File: src/rtl/step_seq.sv
// Prescaled modulo-NSTATES index sequencer driving the LED mux select.
// Free-running or single-step advance, up/down, with one-cycle tick/wrap pulses.
module step_seq #(
  parameter int NP      = 22,
  parameter int NSTATES = 4
) (
  input  logic       clk,
  input  logic       rst,
  input  logic       run,
  input  logic       dir,
  input  logic       step,
  output logic [3:0] sel,
  output logic       tick,
  output logic       wrap
);

  typedef enum logic {STOPPED = 1'b0, RUNNING = 1'b1} mode_t;

  localparam logic [3:0]    LAST   = 4'(NSTATES - 1);
  localparam logic [NP-1:0] PC_ONE = 1;

  mode_t         state, state_nx;
  logic          running;
  logic [NP-1:0] pc;
  logic          step_q;
  logic          adv;
  logic          at_bound;
  logic [3:0]    sel_nx;

  // mode FSM: state register
  always_ff @(posedge clk or posedge rst) begin
    if (rst) state <= STOPPED;
    else     state <= state_nx;
  end

  // mode FSM: next state follows the sampled run level
  always_comb begin
    state_nx = state;
    if (run) state_nx = RUNNING;
    else     state_nx = STOPPED;
  end

  // mode FSM: outputs. Any advance needs run to agree with the current mode,
  // so a mode change on the same edge swallows a step or a terminal count.
  always_comb begin
    running = 1'b0;
    adv     = 1'b0;
    case (state)
      RUNNING: begin
        running = 1'b1;
        adv     = run & (&pc);
      end
      default: adv = step & ~step_q & ~run;
    endcase
  end

  always_ff @(posedge clk or posedge rst) begin
    if (rst)                  pc <= '0;
    else if (running && run)  pc <= pc + PC_ONE;
    else                      pc <= '0;
  end

  always_comb begin
    at_bound = dir ? (sel == 4'd0) : (sel == LAST);
    sel_nx   = sel;
    if (adv) begin
      if (dir) sel_nx = at_bound ? LAST : sel - 4'd1;
      else     sel_nx = at_bound ? 4'd0 : sel + 4'd1;
    end
  end

  // step_q resets high so a step held across reset release is not an edge
  always_ff @(posedge clk or posedge rst) begin
    if (rst) begin
      sel    <= 4'd0;
      tick   <= 1'b0;
      wrap   <= 1'b0;
      step_q <= 1'b1;
    end else begin
      sel    <= sel_nx;
      tick   <= adv;
      wrap   <= adv & at_bound;
      step_q <= step;
    end
  end

endmodule

File: config.mk
export PLATFORM = sky130hd
export DESIGN_NAME = step_seq
export DESIGN_NICKNAME = d
export VERILOG_FILES = /design/src/rtl/step_seq.sv
export SDC_FILE = /design/constraint.sdc
export NUM_CORES = 1
export LEC_CHECK = 0
export BUFFER_PORTS_ARGS = -buffer_cell sky130_fd_sc_hd__buf_4
export CAP_MARGIN = 20
export CORE_UTILIZATION = 45
export CTS_CLUSTER_DIAMETER = 80
export DETAILED_ROUTE_END_ITERATION = 8
export GPL_TIMING_DRIVEN = 0
export PLACE_DENSITY = 0.65
export SETUP_SLACK_MARGIN = 0.1
export SYNTH_ARGS = -nofsm -noshare
export SYNTH_HDL_FRONTEND = slang
export SYNTH_SLANG_ARGS = --single-unit
File: constraint.sdc
create_clock -name clk -period 2.3 [get_ports clk]
set_input_delay 0.115 -clock clk [delete_from_list [all_inputs] [get_ports clk]]
set_output_delay 0.115 -clock clk [all_outputs]
set_load 0.03 [all_outputs]
==> results.txt, run 1 <==
The run finished with clean final reports. The area share of the largest cell type after synthesis came out at 0.468. Of all nets on the critical path, the largest fanout is 5.

The buffer levels on the longest clock path is 2, and the number of nets at the end of the flow is 180. The worst setup path is launched from a register. After floorplanning, the core was sized to cover 3150 µm². Summed over all nets, the switching power comes to 0.402 mW. TritonCTS built the clock tree. The final standard cell utilization of the core was 0.569; the arrival time at the worst endpoint was 2.27 ns. The logs give 0.707 for the headroom to the max-slew limit and 151 for the gate count after technology mapping. After routing, the total negative slack on setup checks comes to 0 ns. The run gives 0.187 as the total global-route track usage. The part of the total power dissipated in the clock network is 0.274, and the die width is 60.7 µm. The synthesized netlist contains 35 unique library cells.

For this block, the via count after detailed routing is 1,188. The library cells used most frequently in the layout, excluding fill and tap cells, are dfrtp_1, nor2_1, xor2_1. During I/O placement, the number of pins put on the boundary was 11. Setup violations remaining at the end of the flow were counted as 0. For this design the static power due to leakage is 0.787 nW. The routed wire length per instance was 13.4 µm; the CTS H-tree depth was 2. Derived from the worst setup path, the maximum achievable clock frequency is 486 MHz. The power density of the placed cells is 688 nW/µm². The smallest clock period supported by the final layout is computed as 2.06 ns. At the pin with the least slew margin, the transition time is 0.440 ns. The share of the clock period used by the worst path was 0.895. The kind of path behind the tightest hold check was in -> reg. The tools report the die area as 3680 µm². The class of the most critical setup path is reg -> reg.

The fraction of power spent switching nets works out to 0.326. The kind of end point of the critical path is a register. After the first detailed-routing iteration, the DRC count stood at 37. The first global-routing pass estimated 4.91 mm of wire. The count of buffers inserted at the top-level ports was 9. Total global routing overflow: 0. The maximum number of pins on one net before global-route repair is 23.

After floorplanning, the core was divided into 20 placement rows. The die is 60.7 µm tall. The run gives 0 as the count of final hold-check violations. The cell sitting at the root of the clock tree is a clkbuf_4. The post-CTS clock slew at the launch and capture registers of the worst setup and hold paths was 0.10 ns.

Counting every net in the synthesized netlist gives 160. For this design, the sink count on the clock tree is 30. The starting utilization of the core area is 0.492, and the initial antenna violation count is 0. The detailed placement HPWL is 2.06 mm, and the number of buffers created by CTS is 5.

Synthesized area per cell: 10.3 µm². Yosys attributes the largest share of cell area to dfrtp_1, xor2_1, nor2_1. Setup repair after global routing left no endpoint under its margin. Once detail routing completed, the nets flagged for antenna violations numbered 0. In the routed layout, each cell is associated on average with a via count of 5.50. After detailed routing, the number of remaining DRC violations is 0. The layout overhead on the synthesized area was 15.7%; the clock skew after layout was 0.00729 ns.

The tools report the part of the power in combinational logic as 0.235. After synthesis the netlist holds a flip-flop and latch count of 30. For this run, the number of Yosys warnings is 0. The pre-antenna-repair detailed-routing pass consisted of 4 iterations. The clock latency of the later-clocked register in the worst-skew pair is 0.34 ns, and the part of the power in registers is 0.491. At the end of routability-driven placement, the weighted congestion stood at 0.809. The required time of the critical path came out at 2.52 ns.

The logs give 1550 µm² for the cell area after synthesis and 312 for the number of filler cells placed in the layout. The share of final-layout standard cells stronger than drive strength 1 is 0.186. The share of the yosys chip area belonging to registers was 0.485. The top cell type by total area after synthesis was dfrtp_1.

The number of antenna diodes in the final layout is 0. The number of max-slew violations in the final report was 0; the maximum vdd drop was 0.432 mV. The internal power summed over all cells was 0.832 mW; the final wirelength was 2.89 mm. The via count of the first global-routing pass came out at 1,093. Leaving out fill and tap cells, the most frequent cell in the layout is dfrtp_1.

Max-cap violations in this run came to 0.
[synthesized netlist by cell type]
master,instances
dfrtp_1,29
nor2_1,19
xor2_1,11
nand3_1,9
nand4_1,9
inv_1,7
mux2i_1,5
o21ai_0,5
a21oi_1,4
and4_1,4
ha_1,4
nand2_1,4
nor3_1,4
or3_1,4
xnor2_1,4
mux2_2,3
and3_1,2
buf_2,2
clkbuf_1,2
nand4_2,2
or2_2,2
or4_4,2
or4b_2,2
a22oi_1,1
a31oi_1,1
a41oi_1,1
and2_1,1
dfstp_2,1
nand4b_1,1
nor2b_1,1
nor4_1,1
o22a_1,1
o31a_1,1
o41ai_1,1
or4_1,1
[final timing paths]
check	startpoint	end	slack (ns)	cells after the start
max	pc[0]	sel[0]	0.24	5
min	dir	sel[1]	0.14	3
max reg2reg	pc[0]	sel[0]	0.24	5
min reg2reg	pc[0]	pc[0]	0.51	1
max in group asynchronous	rst	step_q	1.48	4
min in group asynchronous	rst	pc[10]	0.31	3
[through the flow]
| stage | hold slack [ns] | cell area, µm² | power [mW] | worst slack (ns) | std cells |
|---|---|---|---|---|---|
| floorplan | 0.119 | 1550 | 0.809 | 0.398 | 151 |
| global placement | 0.230 | 1670 | 0.886 | 0.218 | 204 |
| detailed placement | 0.129 | 1700 | 0.904 | 0.201 | 205 |
| CTS | 0.134 | 1790 | 1.25 | 0.179 | 216 |
| global route | 0.192 | 1790 | 1.31 | 0.136 | 216 |
| finish | 0.144 | 1790 | 1.23 | 0.242 | 216 |
[power groups by stage]
stage | sequential, mW | clock [mW] | combinational (mW)
5_1_grt | 0.610 | 0.377 | 0.319
6_report | 0.606 | 0.339 | 0.290
2_1_floorplan | 0.660 | 0 | 0.148
3_3_place_gp | 0.611 | 0 | 0.274
4_1_cts | 0.605 | 0.350 | 0.293
3_5_place_dp | 0.615 | 0 | 0.289
[flip-flops by register name, indices dropped and copies added (netlist names)]
signal / cells
pc: 22
sel: 4
state: 1
step_q: 1
tick: 1
wrap: 1
[what timing repair did]
action	in CTS	in global routing
buffers inserted	0	0
hold buffers	3	0
hold endpoints to repair	10	0
setup endpoints to repair	0	2
resized for setup	0	1
[routing by layer]
| layer | up-vias | global-route usage | routed length (µm) |
|---|---|---|---|
| li1 | 585 | - | - |
| met1 | 583 | 0.248 | 1380 |
| met5 | - | 0 | 0 |
| met3 | 3 | 0.0640 | 97 |
| met4 | 0 | 0.0714 | 42 |
| met2 | 17 | 0.284 | 1370 |
[worst max-delay path, stage by stage (launching register included)]
cell and delay (ns):
dfrtp_1 0.41, ha_2 0.24, nand4_2 0.18, or4_4 0.62, o31a_1 0.34, mux2i_1 0.15
[cells by family after synthesis]
group                      Yosys count  share of synthesized area
AOI/OAI and AO/OA                   15                     0.0605
muxes                                8                     0.0541
adders and majority gates            4                     0.0323
DFF                                 30                      0.485
buffers and inverters               11                     0.0283
xor gates and xnor gates            15                     0.0847
and+or+nand+nor                     68                      0.255
[final cells by class]
class / count / area [µm²] / area share
Buffer: 4 / 17.5 / 0.00977
Multi-Input combinational cell: 110 / 757 / 0.422
Timing Repair Buffer: 13 / 125 / 0.0698
Tap cell: 44 / 55.1 / 0.0307
Inverter: 7 / 26.3 / 0.0147
Sequential cell: 30 / 752 / 0.419
Clock inverter: 1 / 5.00 / 0.00279
Clock buffer: 7 / 55.1 / 0.0307
No activity file was read; power rests on OpenSTA's default activity.
==> run 2, diff against run 1 <==
Settings changed: CORE_ASPECT_RATIO from default to 1.1, CTS_BUF_LIST from default to sky130_fd_sc_hd__clkbuf_4 sky130_fd_sc_hd__clkbuf_8.
==> run 2 against run 1 <==
Via count fell by 0.93%; global-route usage fell by 0.87 points; wire length fell by 0.90%; sequential cell count did not move; register-to-register slack got worse by 0.05 ns; sequential share of layout area fell by 0.20 points; combinational power barely moved; core utilization fell by 2.3 points; clock power rose by 13%; worst hold slack improved by 0.036 ns; sequential power barely moved; non-clock buffer count did not move; critical endpoint unchanged; largest power group unchanged.
==> results.txt, run 2 (same netlist as run 1, synthesis figures left out) <==
The number of buffers created by CTS was 5. TritonCTS built the clock tree. At the later pin of the worst-skew pair, clock insertion delay measures 0.32 ns. The via count of the first global-routing pass is 1,125, and the flip-flop count of the largest register after layout is 22.

The critical path goes through ha_2 > nand4_2 > or4_4 > o31a_1 > mux2i_1. The repair_antennas step left the layout with diodes totalling 0. The tools report the buffer levels on the longest clock path as 2. The largest individual stage delay along the critical path comes from the cell or4_4.

For the final routed DRC violation total, the log shows 0. Dividing the detail-routed wire length by the instance count gives 13.7 µm. The endpoint identified for the worst register-to-register timing path is sel[0]. The worst-case IR drop observed on VDD is 0.472 mV. The routed design could run at a clock period as short as 2.11 ns.

For the final cell area excluding filler cells, the log shows 1800 µm². Leaving out fill and tap cells, the most frequent cells in the layout are dfrtp_1, nor2_1, xor2_1. The number of cell instances on the worst register-to-register path is 5, and the row count is 22. The placed standard-cell area was 1690 µm².

The register with the most flip-flops in the final layout is pc. The run gives 0.545 as the final standard cell utilization of the core. After floorplanning, the core was sized to cover 3300 µm². The most critical setup path has its startpoint at pc[0].

For this design the top-level I/O count stands at 11. The post-placement setup slack is 0.187 ns, and the register area is 752 µm². Entering global routing, the biggest net connects 21 pins. The buffers plus inverters on the worst setup path came out at 0. The startpoint identified for the worst register-to-register timing path is pc[0]. The number of vias per cell is 5.66, and the cell depth of the worst setup path is 5. The logs give 0.195 ns for the minimum setup slack in the final design and 2.31 ns for the arrival time at the worst endpoint. The wire-length estimate of the detail-placed layout is 2.08 mm. The run finished with clean final reports. The tools report the number of max-slew violations in the final report as 0.

In the final layout, the multi-input gates occupy 757 µm². The analysis attributes to cell leakage a power of 0.796 nW. After detailed routing, the total wire length is 2.86 mm. The sum of negative setup slack came out at 0 ns. Counting the fill cells in the layout gives 296.

The count of buffers added on input and output ports is 9. For the final database, setup skew stands at 0.00821 ns. The total overflow left after global routing is 0.

The total number of clock tree sinks was 30. The worst hold path begins at dir. Setup repair after global routing left no endpoint under its margin. The min-delay analysis places its worst path in the category in -> reg. The detail route stage leaves a number of antenna-violating nets equal to 0. The launching element type of the critical path is a register. The required time of the critical path is 2.50 ns.

The class of the most critical setup path is reg -> reg. The largest registers in the layout are pc x22, sel x4. The die is 58.0 µm wide. Leaving out fill and tap cells, the most frequent cell in the layout is dfrtp_1.

The H-tree was split into 2 levels. Across the run, the number of max-cap violations was 0. The root buffer cell chosen for the clock tree is clkbuf_4. From synthesis to final layout, the design area changed by 16.2%. The share of the clock period used by the worst path came out at 0.915. The maximum single-stage delay on the critical path is 0.62 ns, and the highest achievable clock rate is 475 MHz.

Setup violations remaining at the end of the flow were counted as 0. Critical path capture point: sel[0]. The number of nets at the end of the flow was 180.

The number of vias in the routed layout was 1,177. The slew at the pin closest to its max-slew limit was 0.501 ns. The starting utilization of the core area was 0.469. The first-pass GRT wire length was 5.05 mm; the share of final-layout standard cells stronger than drive strength 1 was 0.192. The die height works out to 63.6 µm. Power spread over the standard cell area amounts to 709 nW/µm². The die covers 3680 µm². STA classifies the critical path endpoint as a register. The tools report the number of detailed-routing iterations run before antenna repair as 4. Of all nets on the critical path, the largest fanout is 5. The instance count after placement with tap cells included is 197. The reg2reg setup slack is 0.19 ns. Total global-route track usage: 0.178.

For this block, the initial DRC count from the detailed router was 28. At the end of routability-driven placement, the weighted congestion stood at 0.793. The finished layout holds 208 standard cells, fillers aside. The headroom to the max-slew limit is 0.666, and the post-CTS clock slew at the launch and capture registers of the worst setup and hold paths is 0.09 ns.

The initial antenna violation count was 0. The kind of cell adding the most delay to the critical path was simple AND/OR/NAND/NOR gates. The run gives 0 as the count of final hold-check violations.
==> run 2: worst min path at each step <==
stage / endpoint / slack [ns] / depth (start not counted)
final: sel[1] / 0.18 / 3
after global routing: sel[1] / 0.18 / 3
after global placement: step_q / 0.23 / 1
after floorplan: step_q / 0.12 / 0
after detailed placement: tick / 0.17 / 2
after CTS: sel[1] / 0.18 / 3
==> run 2: worst reg2reg max path, delay by kind of cell (launching register included) <==
kind / cells / cell delay (ns)
adders and majority gates: 1 / 0.24
AOI/OAI and AO/OA: 1 / 0.39
and+or+nand+nor: 2 / 0.81
DFF: 1 / 0.41
muxes: 1 / 0.14
==> run 2: per-stage QoR <==
stage               power [mW]  hold slack (ns)
finish                    1.28            0.181
global route              1.34            0.183
CTS                       1.29            0.178
detailed placement       0.900            0.169
global placement         0.886            0.231
floorplan                0.809            0.119
==> run 2: cell type report <==
type	count	share of cell area
multi-input cells	110	0.420
flip-flops and latches	30	0.417
repair buffers	13	0.0694
clock buffers	8	0.0437
well taps	36	0.0250
inverters	7	0.0146
plain buffers	4	0.00972
==> run 2: report_power, final <==
part / switching [mW] / leakage (nW) / total [mW] / internal [mW]
clock: 0.175 / 0.0446 / 0.384 / 0.209
combinational: 0.163 / 0.347 / 0.288 / 0.125
sequential: 0.0466 / 0.405 / 0.605 / 0.559
total: 0.384 / 0.796 / 1.28 / 0.893
==> run 2: routing by layer <==
metal	global-route usage	vias to the layer above	routed length (µm)	part of all wire
met5	0	-	0	0
met4	0.0357	0	28	0.0098
met3	0.0616	4	81	0.028
met2	0.289	13	1370	0.48
met1	0.230	574	1380	0.48
li1	-	586	-	-
==> run 2: timing repair <==
item / 4_1_cts / 5_1_grt
hold buffers: 3 / 0
setup endpoints to repair: 0 / 2
hold endpoints to repair: 11 / 0
resized for setup: 0 / 1
buffers inserted: 0 / 0
==> run 3, diff against run 2 <==
==> constraint.sdc (replaced) <==
create_clock -name clk -period 2.3 [get_ports clk]
set_input_delay 0.46 -clock clk [delete_from_list [all_inputs] [get_ports clk]]
set_output_delay 0.46 -clock clk [all_outputs]
set_load 0.03 [all_outputs]
==> run 3 against run 2 <==
Sequential cell count unchanged; non-clock buffer count decreased by 3; sequential share of layout area increased by 0.71 points; sequential power about the same; critical path type unchanged; critical endpoint unchanged; highest routed layer unchanged.
==> results.txt, run 3 (same netlist as run 1, synthesis figures left out) <==
The flow ran to the end, and the final reports show no timing, DRC or antenna violations. Wires add up to 2.83 mm. The share of the clock period used by the worst path was 0.915. The critical path ends at sel[0]. The tools report the CTS H-tree depth as 2. In this run the critical register-to-register path is launched from pc[0]. Entering global routing, the biggest net connects 21 pins. The starting utilization of the core area was 0.469; the residual antenna-violating net count after detailed routing was 0. STA classifies the critical path startpoint as a register.

Setup repair after global routing left no endpoint under its margin. The die height is 63.6 µm. After clock tree synthesis, the clock-pin slew on the worst setup and hold paths is 0.09 ns.

For the via count of the first global-routing pass, the log shows 1,116. Register with the most flip-flops: pc. The count of final hold-check violations was 0; the total global-route track usage was 0.177. The reg2reg setup slack was 0.20 ns. The number of antenna cells inserted came out at 0. The first-pass GRT wire length is 5.01 mm.

The number of detailed-routing iterations run before antenna repair is 4. Using the TritonRoute via totals, the vias-per-cell ratio works out to 5.68. The library cell used most frequently in the layout, excluding fill and tap cells, is dfrtp_1.

The clock passes through at most 2 buffers. The layout overhead on the synthesized area is 14.3%. The floorplan step set the die width to 58.0 µm. VDD sags by at most 0.472 mV. TritonCTS built the clock tree. The slew at the pin closest to its max-slew limit is 0.501 ns, and the leakage dissipation is 0.784 nW.

For the arrival time at the worst endpoint, the log shows 2.31 ns. At the later pin of the worst-skew pair, clock insertion delay measures 0.32 ns. The number of max-slew violations in the final report was 0; the largest driver fanout on the critical path was 5.

Setup violations remaining at the end of the flow were counted as 0. Class of the most critical setup path: reg -> reg. The wire-length estimate of the detail-placed layout is 2.08 mm. The count of buffers inserted at the top-level ports is 9.

Violation count after the first detailed-routing iteration: 24. Initial antenna violation count: 0. Summing all multi-input logic gate instances after layout gives 757 µm².

The minimum clock period after layout came out at 2.10 ns. The tools report the endpoint of the worst register-to-register path as sel[0]. The final standard cell utilization of the core came out at 0.536. For this run, the top clock speed supported by timing is 475 MHz.

Leaving out fill and tap cells, the most frequent cells in the layout are dfrtp_1, nor2_1, xor2_1. The largest registers in the layout are pc x22, sel x4. The flip-flop count of the largest register after layout came out at 22. Routed wire length per instance: 13.8 µm.

Clock skew after layout: 0.00895 ns. The total number of clock tree sinks is 30, and the post-placement setup slack is 0.187 ns. The share of final-layout standard cells stronger than drive strength 1 was 0.195. The required time of the critical path is 2.50 ns, and the register area is 752 µm². The tools report the headroom to the max-slew limit as 0.666. Across all setup checks in the final design, the least slack found is 0.196 ns. The die covers 3680 µm². For the final routed DRC violation total, the log shows 0. After global routing the overflow that remains totals 0. The number of buffers created by CTS was 5; the I/O pin count was 11. Max-cap violations in this run came to 0. Power density of the placed cells: 718 nW/µm². The routability-driven placement congestion ratio was 0.793. The row count was 22. The most critical setup path has its startpoint at pc[0]. Kind of path behind the tightest hold check: in -> async.

After filler insertion, the fill cell instance count of the layout stands at 296. The routed layout has 1,164 vias. For the number of nets at the end of the flow, the log shows 177. The cell chosen for the clock root is clkbuf_4. After routing, the total negative slack on setup checks comes to 0 ns. For the worst flop-to-flop path, the logic depth is 5. The kind of end point of the critical path is a register.

The floorplan step defined a core boundary enclosing 3300 µm².
[run 3: worst min-delay path by stage]
stage	from	endpoint	slack (ns)	depth (start not counted)
after global routing	rst	sel[0]	0.19	2
final	rst	sel[0]	0.16	2
after floorplan	pc[0]	pc[0]	0.45	1
after CTS	rst	sel[0]	0.17	2
after detailed placement	pc[0]	pc[0]	0.48	1
after global placement	pc[0]	pc[0]	0.47	1
[run 3: metal layers]
layer	vias up	GRT usage	wire, µm
met5	-	0	0
met1	567	0.229	1370
met3	4	0.0616	81
met2	13	0.286	1350
li1	580	-	-
met4	0	0.0357	28
[run 3: through the flow]
step,total power [mW],hold slack (ns),area (µm²),instances
2_1_floorplan,0.809,0.448,1550,151
3_3_place_gp,0.886,0.474,1660,196
3_5_place_dp,0.900,0.483,1690,197
4_1_cts,1.29,0.166,1770,205
5_1_grt,1.34,0.192,1770,205
6_report,1.27,0.162,1770,205
[run 3: layout make-up]
cell class / instances / area share
Multi-Input combinational cell: 110 / 0.427
Sequential cell: 30 / 0.424
Inverter: 7 / 0.0148
Buffer: 4 / 0.00989
Timing Repair Buffer: 10 / 0.0537
Clock buffer: 8 / 0.0445
Tap cell: 36 / 0.0254
[run 3: what timing repair did]
item                       in CTS  in global routing
gates resized for setup         0                  1
buffers inserted                0                  0
hold endpoints to repair        0                  0
hold buffers                    0                  0
setup endpoints to repair       0                  2
[run 3: worst max-delay path, stage by stage (launching register included)]
cell and delay, ns:
dfrtp_1 0.41, ha_2 0.24, nand4_2 0.19, or4_4 0.62, o31a_1 0.39, mux2i_1 0.14
[run 3: report_power, final]
part	total (mW)	internal, mW	switching [mW]	leakage [nW]
registers	0.605	0.559	0.0466	0.405
logic	0.284	0.122	0.162	0.334
clock network	0.383	0.209	0.174	0.0446
